==> src/rtl/riscv_pkg.sv <==
// Shared types and constants for the register-file responder slice.
// Pure declarations; no logic, no latency.
package riscv_pkg;

  localparam int XLEN       = 32;
  localparam int REG_ADDR_W = 5;
  localparam logic [REG_ADDR_W-1:0] X0 = 5'd0;

  typedef enum logic [1:0] {
    IDLE = 2'd0,
    RSP  = 2'd1,
    DONE = 2'd2
  } state_e;

endpackage

==> src/rtl/regfile_responder_if.sv <==
// Operand-load / result-store exchange between execute logic (master) and the register file (slave).
// Request and write-back use valid/ready; done and err_timeout are one-cycle pulses with no ready.
interface regfile_responder_if #(
  parameter int XLEN = riscv_pkg::XLEN,
  parameter int AW   = riscv_pkg::REG_ADDR_W
) ();

  logic            req_valid;
  logic            req_ready;
  logic [AW-1:0]   rs1;
  logic [AW-1:0]   rs2;
  logic            rsp_valid;
  logic [XLEN-1:0] rs1_val;
  logic [XLEN-1:0] rs2_val;
  logic            wb_valid;
  logic            wb_ready;
  logic            reg_write;
  logic [AW-1:0]   rd;
  logic [XLEN-1:0] rd_val;
  logic            done;
  logic            err_timeout;

  modport master (
    output req_valid, rs1, rs2, wb_valid, reg_write, rd, rd_val,
    input  req_ready, rsp_valid, rs1_val, rs2_val, wb_ready, done, err_timeout
  );

  modport slave (
    input  req_valid, rs1, rs2, wb_valid, reg_write, rd, rd_val,
    output req_ready, rsp_valid, rs1_val, rs2_val, wb_ready, done, err_timeout
  );

endinterface

==> src/rtl/regfile_array.sv <==
// Register file: two registered read ports, one write port, one combinational debug read; x0 reads 0.
// Reads land one edge after rd_en; writes land at the edge; no backpressure.
module regfile_array #(
  parameter int XLEN = riscv_pkg::XLEN,
  parameter int NREG = 32
) (
  input  logic                    clk,
  input  logic                    rst_n,
  input  logic                    rd_en,
  input  logic [$clog2(NREG)-1:0] raddr1,
  input  logic [$clog2(NREG)-1:0] raddr2,
  output logic [XLEN-1:0]         rdata1,
  output logic [XLEN-1:0]         rdata2,
  input  logic                    we,
  input  logic [$clog2(NREG)-1:0] waddr,
  input  logic [XLEN-1:0]         wdata,
  input  logic [$clog2(NREG)-1:0] dbg_addr,
  output logic [XLEN-1:0]         dbg_data
);
  import riscv_pkg::X0;

  localparam int AW = $clog2(NREG);

  logic [XLEN-1:0] mem [NREG];

  always_ff @(posedge clk) begin
    if (!rst_n) begin
      for (int i = 0; i < NREG; i++) begin
        mem[i] <= '0;
      end
      rdata1 <= '0;
      rdata2 <= '0;
    end else begin
      if (we && (waddr != AW'(X0))) begin
        mem[waddr] <= wdata;
      end
      // Read and write never share an edge in the responder, so no bypass path.
      if (rd_en) begin
        rdata1 <= (raddr1 == AW'(X0)) ? '0 : mem[raddr1];
        rdata2 <= (raddr2 == AW'(X0)) ? '0 : mem[raddr2];
      end
    end
  end

  assign dbg_data = (dbg_addr == AW'(X0)) ? '0 : mem[dbg_addr];

endmodule

==> src/rtl/regfile_responder.sv <==
// Register-file responder: operands valid 1 cycle after request; one write-back per request; done pulse.
// Holds operands in RSP until write-back; watchdog aborts after TIMEOUT stalled cycles (0 disables).
module regfile_responder #(
  parameter int XLEN    = riscv_pkg::XLEN,
  parameter int NREG    = 32,
  parameter int TIMEOUT = 255
) (
  input  logic                    clk,
  input  logic                    rst_n,
  regfile_responder_if.slave      bus,
  input  logic [$clog2(NREG)-1:0] dbg_addr,
  output logic [XLEN-1:0]         dbg_data
);
  import riscv_pkg::*;

  localparam int AW = $clog2(NREG);
  localparam int CW = (TIMEOUT > 1) ? $clog2(TIMEOUT + 1) : 1;

  state_e        state;
  logic [CW-1:0] wd_cnt;
  logic          err_q;
  logic          accept;
  logic          wr_en;
  logic          wd_expire;

  assign accept    = (state == IDLE) && bus.req_valid;
  assign wr_en     = (state == RSP) && bus.wb_valid && bus.reg_write && (bus.rd != AW'(X0));
  assign wd_expire = (TIMEOUT != 0) && (state == RSP) && !bus.wb_valid
                     && (wd_cnt == CW'(TIMEOUT - 1));

  always_ff @(posedge clk) begin
    if (!rst_n) begin
      state  <= IDLE;
      wd_cnt <= '0;
      err_q  <= 1'b0;
    end else begin
      err_q <= 1'b0;
      case (state)
        IDLE: begin
          if (bus.req_valid) begin
            state <= RSP;
          end
        end
        RSP: begin
          // A write-back arriving on the expiry cycle still wins over the abort.
          if (bus.wb_valid) begin
            state  <= DONE;
            wd_cnt <= '0;
          end else if (wd_expire) begin
            state  <= IDLE;
            wd_cnt <= '0;
            err_q  <= 1'b1;
          end else if (TIMEOUT != 0) begin
            wd_cnt <= wd_cnt + CW'(1);
          end
        end
        DONE: begin
          state <= IDLE;
        end
        default: begin
          state  <= IDLE;
          wd_cnt <= '0;
        end
      endcase
    end
  end

  assign bus.req_ready   = (state == IDLE);
  assign bus.rsp_valid   = (state == RSP);
  assign bus.wb_ready    = (state == RSP);
  assign bus.done        = (state == DONE);
  assign bus.err_timeout = err_q;

  regfile_array #(
    .XLEN (XLEN),
    .NREG (NREG)
  ) u_array (
    .clk      (clk),
    .rst_n    (rst_n),
    .rd_en    (accept),
    .raddr1   (bus.rs1),
    .raddr2   (bus.rs2),
    .rdata1   (bus.rs1_val),
    .rdata2   (bus.rs2_val),
    .we       (wr_en),
    .waddr    (bus.rd),
    .wdata    (bus.rd_val),
    .dbg_addr (dbg_addr),
    .dbg_data (dbg_data)
  );

endmodule
==> src/flat_wrapper.sv <==
// flat-port wrapper written by rule: the top's interface ports become plain ports
module regfile_responder_flat import riscv_pkg::*;
#(
  parameter int XLEN    = riscv_pkg::XLEN,
  parameter int NREG    = 32,
  parameter int TIMEOUT = 255
)
  (clk, rst_n, dbg_addr, dbg_data, bus_req_valid, bus_rs1, bus_rs2, bus_wb_valid, bus_reg_write, bus_rd, bus_rd_val, bus_req_ready, bus_rsp_valid, bus_rs1_val, bus_rs2_val, bus_wb_ready, bus_done, bus_err_timeout);
  regfile_responder_if #(.XLEN(XLEN)) bus_i ();
  input  logic clk;
  input  logic rst_n;
  input  logic [$clog2(NREG)-1:0] dbg_addr;
  output logic [XLEN-1:0] dbg_data;
  input wire logic [$bits(bus_i.req_valid)-1:0] bus_req_valid;
  input wire logic [$bits(bus_i.rs1)-1:0] bus_rs1;
  input wire logic [$bits(bus_i.rs2)-1:0] bus_rs2;
  input wire logic [$bits(bus_i.wb_valid)-1:0] bus_wb_valid;
  input wire logic [$bits(bus_i.reg_write)-1:0] bus_reg_write;
  input wire logic [$bits(bus_i.rd)-1:0] bus_rd;
  input wire logic [$bits(bus_i.rd_val)-1:0] bus_rd_val;
  output wire logic [$bits(bus_i.req_ready)-1:0] bus_req_ready;
  output wire logic [$bits(bus_i.rsp_valid)-1:0] bus_rsp_valid;
  output wire logic [$bits(bus_i.rs1_val)-1:0] bus_rs1_val;
  output wire logic [$bits(bus_i.rs2_val)-1:0] bus_rs2_val;
  output wire logic [$bits(bus_i.wb_ready)-1:0] bus_wb_ready;
  output wire logic [$bits(bus_i.done)-1:0] bus_done;
  output wire logic [$bits(bus_i.err_timeout)-1:0] bus_err_timeout;
  assign bus_i.req_valid = bus_req_valid;
  assign bus_i.rs1 = bus_rs1;
  assign bus_i.rs2 = bus_rs2;
  assign bus_i.wb_valid = bus_wb_valid;
  assign bus_i.reg_write = bus_reg_write;
  assign bus_i.rd = bus_rd;
  assign bus_i.rd_val = bus_rd_val;
  assign bus_req_ready = bus_i.req_ready;
  assign bus_rsp_valid = bus_i.rsp_valid;
  assign bus_rs1_val = bus_i.rs1_val;
  assign bus_rs2_val = bus_i.rs2_val;
  assign bus_wb_ready = bus_i.wb_ready;
  assign bus_done = bus_i.done;
  assign bus_err_timeout = bus_i.err_timeout;
  regfile_responder #(.XLEN(XLEN), .NREG(NREG), .TIMEOUT(TIMEOUT)) u_core (.clk(clk), .rst_n(rst_n), .bus(bus_i), .dbg_addr(dbg_addr), .dbg_data(dbg_data));
endmodule
==> config.mk <==
export PLATFORM = sky130hd
export DESIGN_NAME = regfile_responder_flat
export DESIGN_NICKNAME = d
export VERILOG_FILES = /design/src/rtl/riscv_pkg.sv /design/src/rtl/regfile_responder_if.sv /design/src/rtl/regfile_array.sv /design/src/rtl/regfile_responder.sv /design/src/flat_wrapper.sv
export SDC_FILE = /design/constraint.sdc
export NUM_CORES = 2
export LEC_CHECK = 0
export ABC_AREA = 0
export BUFFER_PORTS_ARGS = -buffer_cell sky130_fd_sc_hd__buf_2
export CAP_MARGIN = 20
export CORE_ASPECT_RATIO = 0.75
export CORE_MARGIN = 2
export CORE_UTILIZATION = 45
export DETAILED_ROUTE_END_ITERATION = 12
export GPL_ROUTABILITY_DRIVEN = 0
export HOLD_SLACK_MARGIN = 0.03
export PLACE_DENSITY_LB_ADDON = 0.12
export SLEW_MARGIN = 5
export SYNTH_ARGS = -nofsm -noshare
export SYNTH_HDL_FRONTEND = slang
export SYNTH_SLANG_ARGS = --single-unit
==> constraint.sdc <==
create_clock -name clk -period 5.35 [get_ports clk]
set_input_delay 0.2675 -clock clk [delete_from_list [all_inputs] [get_ports clk]]
set_output_delay 0.2675 -clock clk [all_outputs]
set_load 0.01 [all_outputs]
# [Yosys cells after proc, flatten, opt, wreduce, memory -nomap -nowiden]
# Memory sizes are Yosys's and may differ from the RTL's.
# Index checks and enable logic that the tools add are counted.
[classes] n_addsub=1 mul=0 div_mod_pow=0 order_cmp=0 n_eq_ne=5 n_shift=0 muxes=18 bitwise=2 reduce_logical=17
[op_table] op="32-bit two-way mux" n=4
[op_table] op="32-bit OR reduction" n=1
[op_table] op="8-bit two-way mux" n=2
[op_table] op="8-bit case mux with 2 select lines" n=1
[op_table] op="5-bit zero test" n=3
[op_table] op="8-bit by 1-bit adder with 8-bit output, second input constant" n=1
[op_table] op="8-bit equality test, second input constant" n=1
[op_table] op="1-bit logical AND" n=7
[op_table] op="1-bit two-way mux" n=6
[op_table] op="2-bit two-way mux" n=3
[op_table] op="5-bit two-way mux" n=1
[op_table] op="5-bit nonzero test" n=1
[op_table] op="2-bit case mux with 2 select lines" n=1
[op_table] op="3-bit by 2-bit inequality test with 1-bit output, second input constant" n=1
[op_table] op="3-bit OR reduction" n=1
[op_table] op="2-bit by 1-bit equality test with 1-bit output, second input constant" n=1
[op_table] op="2-bit equality test, second input constant" n=1
[op_table] op="2-bit zero test" n=1
[op_table] op="2-bit inequality test, second input constant" n=1
[op_table] op="1-bit inverter" n=2
[op_table] op="2-bit AND reduction" n=1
[op_table] op="2-bit OR reduction" n=1
[op_table] op="1-bit zero test" n=1
[word_totals] reg_bits=75 latchBits=0 mem_bits_rw=1024 rom_bits=0 inputBits=57 output_inout_bits=101 word_cells=49 mem_count=1
[memory_table] memory="u_core.u_array.mem" depth=32 width=32 read_ports=3 rd_ports_with_merged_regs=0 write_ports=32 line_no="regfile_array.sv:24" source="logic [XLEN-1:0] mem [NREG];"

# [Longest topological paths before layout]
[depth] depth_word=10 depth_mapped=9 ltp_nobuf=6

# [By module]
# From an unflattened synthesis, not the netlist that was laid out.
[hier_totals] hier_cells=4495 hier_area_um2=65121.2
[by_module_without_submodules] module="regfile_array" instances=1 cells_each=4428 area_each_um2=64545.7 seq_area_each_um2=32030.7
[by_module_without_submodules] module="regfile_responder" instances=1 cells_each=67 area_each_um2=575.6 seq_area_each_um2=220.2

# [Least setup slack after synthesis]
# No wires, ideal clock.
[synth_path] path_kind="input to register" startpoint="in bus_rd[3]" endpoint="mem u_core.u_array.mem[17][0], enable pin" setup_time_ps=466 t_arrival_ps=3589 t_required_ps=4884 path_slack_ps=1296 path_stages=6 n_path_buf=3 path_cell_list="buf_2 > nand2b_1 > buf_2 > or4_1 > buf_2 > o21ai_0"
[synth_lines] element="start, declared" line_no="flat_wrapper.sv:19" source="input wire logic [$bits(bus_i.rd)-1:0] bus_rd;"
[synth_lines] element="end, declared" line_no="regfile_array.sv:24"

==> metrics.md <==
| Metric | Value |
|---|---|
| CTS clk-pin slew, worst paths | 70 ps |
| Clk pwr share | 0.405 |
| PortBufs | between 150 and 200 |
| Layout cells sized above 1 | 0.313 |
| Vert. Die Dim | between 300 and 400 um |
| TritonCTS clock tree | yes |
| Hold_ws | 137 ps |
| Setup Fix Bufs, Post-CTS | 0 |
| Initial Utilization | 0.455 |
| Crit-path max FO | 19 |
| Total CTS buffers | 116 |
| Count of unique library cells instantiated by Yosys | 56 |
| Synth Area in Adders | 0.000384 |
| DR DRC count | 0 |
| Setup crit end kind | register |
| Syn. warnings | 0 |
| Largest net degree at the start of global routing | 112 |
| CP cell instances | and3b_1 > nand4_1 > o21ai_4 > buf_4 |
| Final period util | 0.699 |
| DR iter-0 viols | 7724 |
| Die W | 443 um |
| Net switching power | between 5 and 6 mW |
| Slew Viols, Final | 0 |
| Switching share of total power | 0.268 |
| Leak | 26.4 nW |
| CP startpoint kind | register |
| EDFF count, synth | 1024 |
| Drt wl/cell | between 40 and 50 um |
| Hold Fails Final Rpt | 0 |
| Tmin final | 3740 ps |
| Most used DFF post-synth | edfxtp_1 |
| Seq cells post-synth | 1099 |
| Area growth syn-to-layout | 11.3% |
| Synth Area in Compound Gates | 0.0578 |
| First-pass iteration count of the detailed router | 6 |
| Synthesized-area fraction occupied by xor and xnor cells | 0.000942 |
| # fillers | 11945 |
| I/O pin cnt | around 160 |
| CTS sink count | roughly 1100 |
| Final setup TNS | 0 ps |
| Worst reg2reg path depth | 4 |
| Vias | about 45000 |
| Worst Hold Depth | 2 |
| Fin cells | around 6300 |
| Fmax | roughly 270 MHz |
| Register area share after synthesis | 0.495 |
| Syn avg cell area | 14.9 sq um |
| Clock latency at the later pin of the worst-skew pair | ~770 ps |
| Antenna-violating nets left | 0 |
| Vias in the first global route | 43606 |
| Arr. time, crit path | 4110 ps |
| Slowest cell on crit path | o21ai_4 |
| Status | complete, no violations |
| Synth Area in Simple Gates | 0.106 |
| Clk buf depth | 3 |
| Reg power frac | 0.459 |
| DP Worst Slack | 1580 ps |
| Clk root buf | clkbuf_16 |
| Mux share of post-synthesis cell area | 0.304 |
| Hold Crit Class | in2reg |
| WS Path Type | reg2reg |
| Post-Syn Area | roughly 0.065 sq mm |
| Core footprint | approximately 0.14 sq mm |
| Total grt overflow | 0 |
| Max H-tree Level | 3 |
| Main combinational cell family by area after synthesis | multiplexers |
| RSZ-0062 raised after global routing | no |
| Nets | 4367 |
| Synth Instances | 4360 |
| Max Cap Viol | 0 |
| Endpoints failing setup | 0 |
| Final worst setup slack | 1610 ps |
| Tot GR Track Use | 0.363 |
| DP Cell Count | 6074 |
| Final WL | 270000 um |
| Critical path's largest stage delay | 1030 ps |
| First-pass GRT wire length | between 300000 and 400000 um |
| Post-DP HPWL | 162000 um |
| Max_slew headroom | 0.232 |
| Antenna violations before repair | 31 |
| Vias/cell | 7.17 |
| FFs w/ async S/R, synth | 0 |
| Logic pwr share | 0.135 |
| Slew @ Worst Pin | 1150 ps |
| Peak VDD IR | 0.229 mV |
| PwrDens | 300 mW/mm^2 |
| # resized after CTS | 0 |
| Critical Path RT | 5720 ps |
| Worst Skew | between 30 and 40 ps |
| Die area | 0.148 sq mm |
| Rows | 120 |
| Internal power | 15.9 mW |
-- critical path: cells and delay by family (launching register included) --
family	cells	cell delay (ps)
buffers and inverters	1	570
AOI/OAI and AO/OA	1	1030
DFF	1	640
and+or+nand+nor	2	1110
-- logic make-up after synthesis --
logic type	count (synthesis)
muxes	1120
and+or+nand+nor	1106
DFF	1099
buffers and inverters	521
AOI/OAI and AO/OA	504
xor gates and xnor gates	7
adders and majority gates	2
other	1
-- power groups by stage --
| stage | Combinational (mW) | Clock [mW] | Sequential [mW] |
|---|---|---|---|
| global placement | 2.87 | 0 | 10.1 |
| finish | 2.94 | 8.81 | 9.97 |
| CTS | 2.88 | 8.79 | 9.96 |
| global route | 3.01 | 9.13 | 10.0 |
| floorplan | 1.74 | 0 | 10.0 |
| detailed placement | 2.87 | 0 | 10.1 |
-- synthesized netlist by cell type, drive strengths merged (5+ instances only) --
cell type	number	area, sq um
a21oi	27	135
nand4	5	31.3
a221o	57	571
a221oi	32	280
clkbuf	339	1310
a2bb2oi	25	219
o221ai	39	342
mux4	672	15100
and2	837	5240
xor2	6	52.6
a31oi	32	200
nor3	9	78.8
a22oi	96	721
and3	161	1010
buf	177	963
mux2	128	1440
nor2	35	164
o2bb2ai	39	342
edfxtp	1024	30700
o211ai	64	480
o21ai	90	450
nand2b	14	87.6
dfxtp	75	1500
inv	5	18.8
nor2b	5	31.3
mux2i	320	3200
nand2	17	71.3
-- area by class of cell --
type	count	area, sq um	share of cell area
Clock buffer	149	3220	0.0445
Antenna cell	16	40.0	0.000553
Multi-Input combinational cell	2771	31200	0.430
Inverter	5	21.3	0.000294
Timing Repair Buffer	315	2570	0.0355
Clock inverter	70	810	0.0112
Sequential cell	1099	32300	0.445
Tap cell	1891	2370	0.0327
-- sequential cells by signal (all words and copies together) (netlist names) --
| signal | count |
|---|---|
| u_core.u_array.mem | 1024 |
| u_core.bus.err_timeout | 1 |
| u_core.wd_cnt | 8 |
| u_core.u_array.rdata2 | 32 |
| u_core.u_array.rdata1 | 32 |
| u_core.state | 2 |
-- layout by cell type, fill, tap and decap left out, drive strengths merged, types with 25 or more instances in the layout --
cell and instances:
mux4 672, a2bb2oi 25, o211ai 64, clkinv 42, a22oi 96, mux2 128, and3 161, dfxtp 75
edfxtp 1024, a21oi 27, o21ai 90, buf 311, and2 837, o2bb2ai 39, a221oi 32, clkbuf 150
mux2i 320, conb 32, o221ai 39, a221o 57, a31oi 32, nor2 35
-- routing by layer --
layer	vias to the layer above	track usage	wire length (um)
met5	-	0	105
met4	18	0.171	14500
met3	699	0.120	37100
met2	3726	0.510	114000
met1	23408	0.508	105000
li1	17404	-	-
-- path summary, 6_finish.rpt --
check	startpoint	slack, ps	endpoint
hold reg to reg	u_core.u_array.rdata2[21]$_SDFFE_PN0P_	510	u_core.u_array.rdata2[21]$_SDFFE_PN0P_
setup reg to reg	u_core.state[0]$_SDFFE_PN0P_	1610	u_core.u_array.mem[27][24]$_SDFFCE_PN0P_
hold / removal	bus_rd_val[11]	140	u_core.u_array.mem[14][11]$_SDFFCE_PN0P_
setup / recovery	u_core.state[0]$_SDFFE_PN0P_	1610	u_core.u_array.mem[27][24]$_SDFFCE_PN0P_
-- per-stage QoR --
stage,total power [mW],util,instance area [sq um]
after CTS,21.6,0.505,72300
final,21.7,0.506,72400
after global routing,22.1,0.506,72400
after global placement,13.0,0.476,68200
after floorplan,11.8,-,65200
after detailed placement,13.0,0.477,68300
-- timing repair --
action,in CTS,in global routing
endpoints found under the setup margin,0,0
hold buffers,3,0
endpoints found under the hold margin,3,0
(Power assumes the default switching activity.)
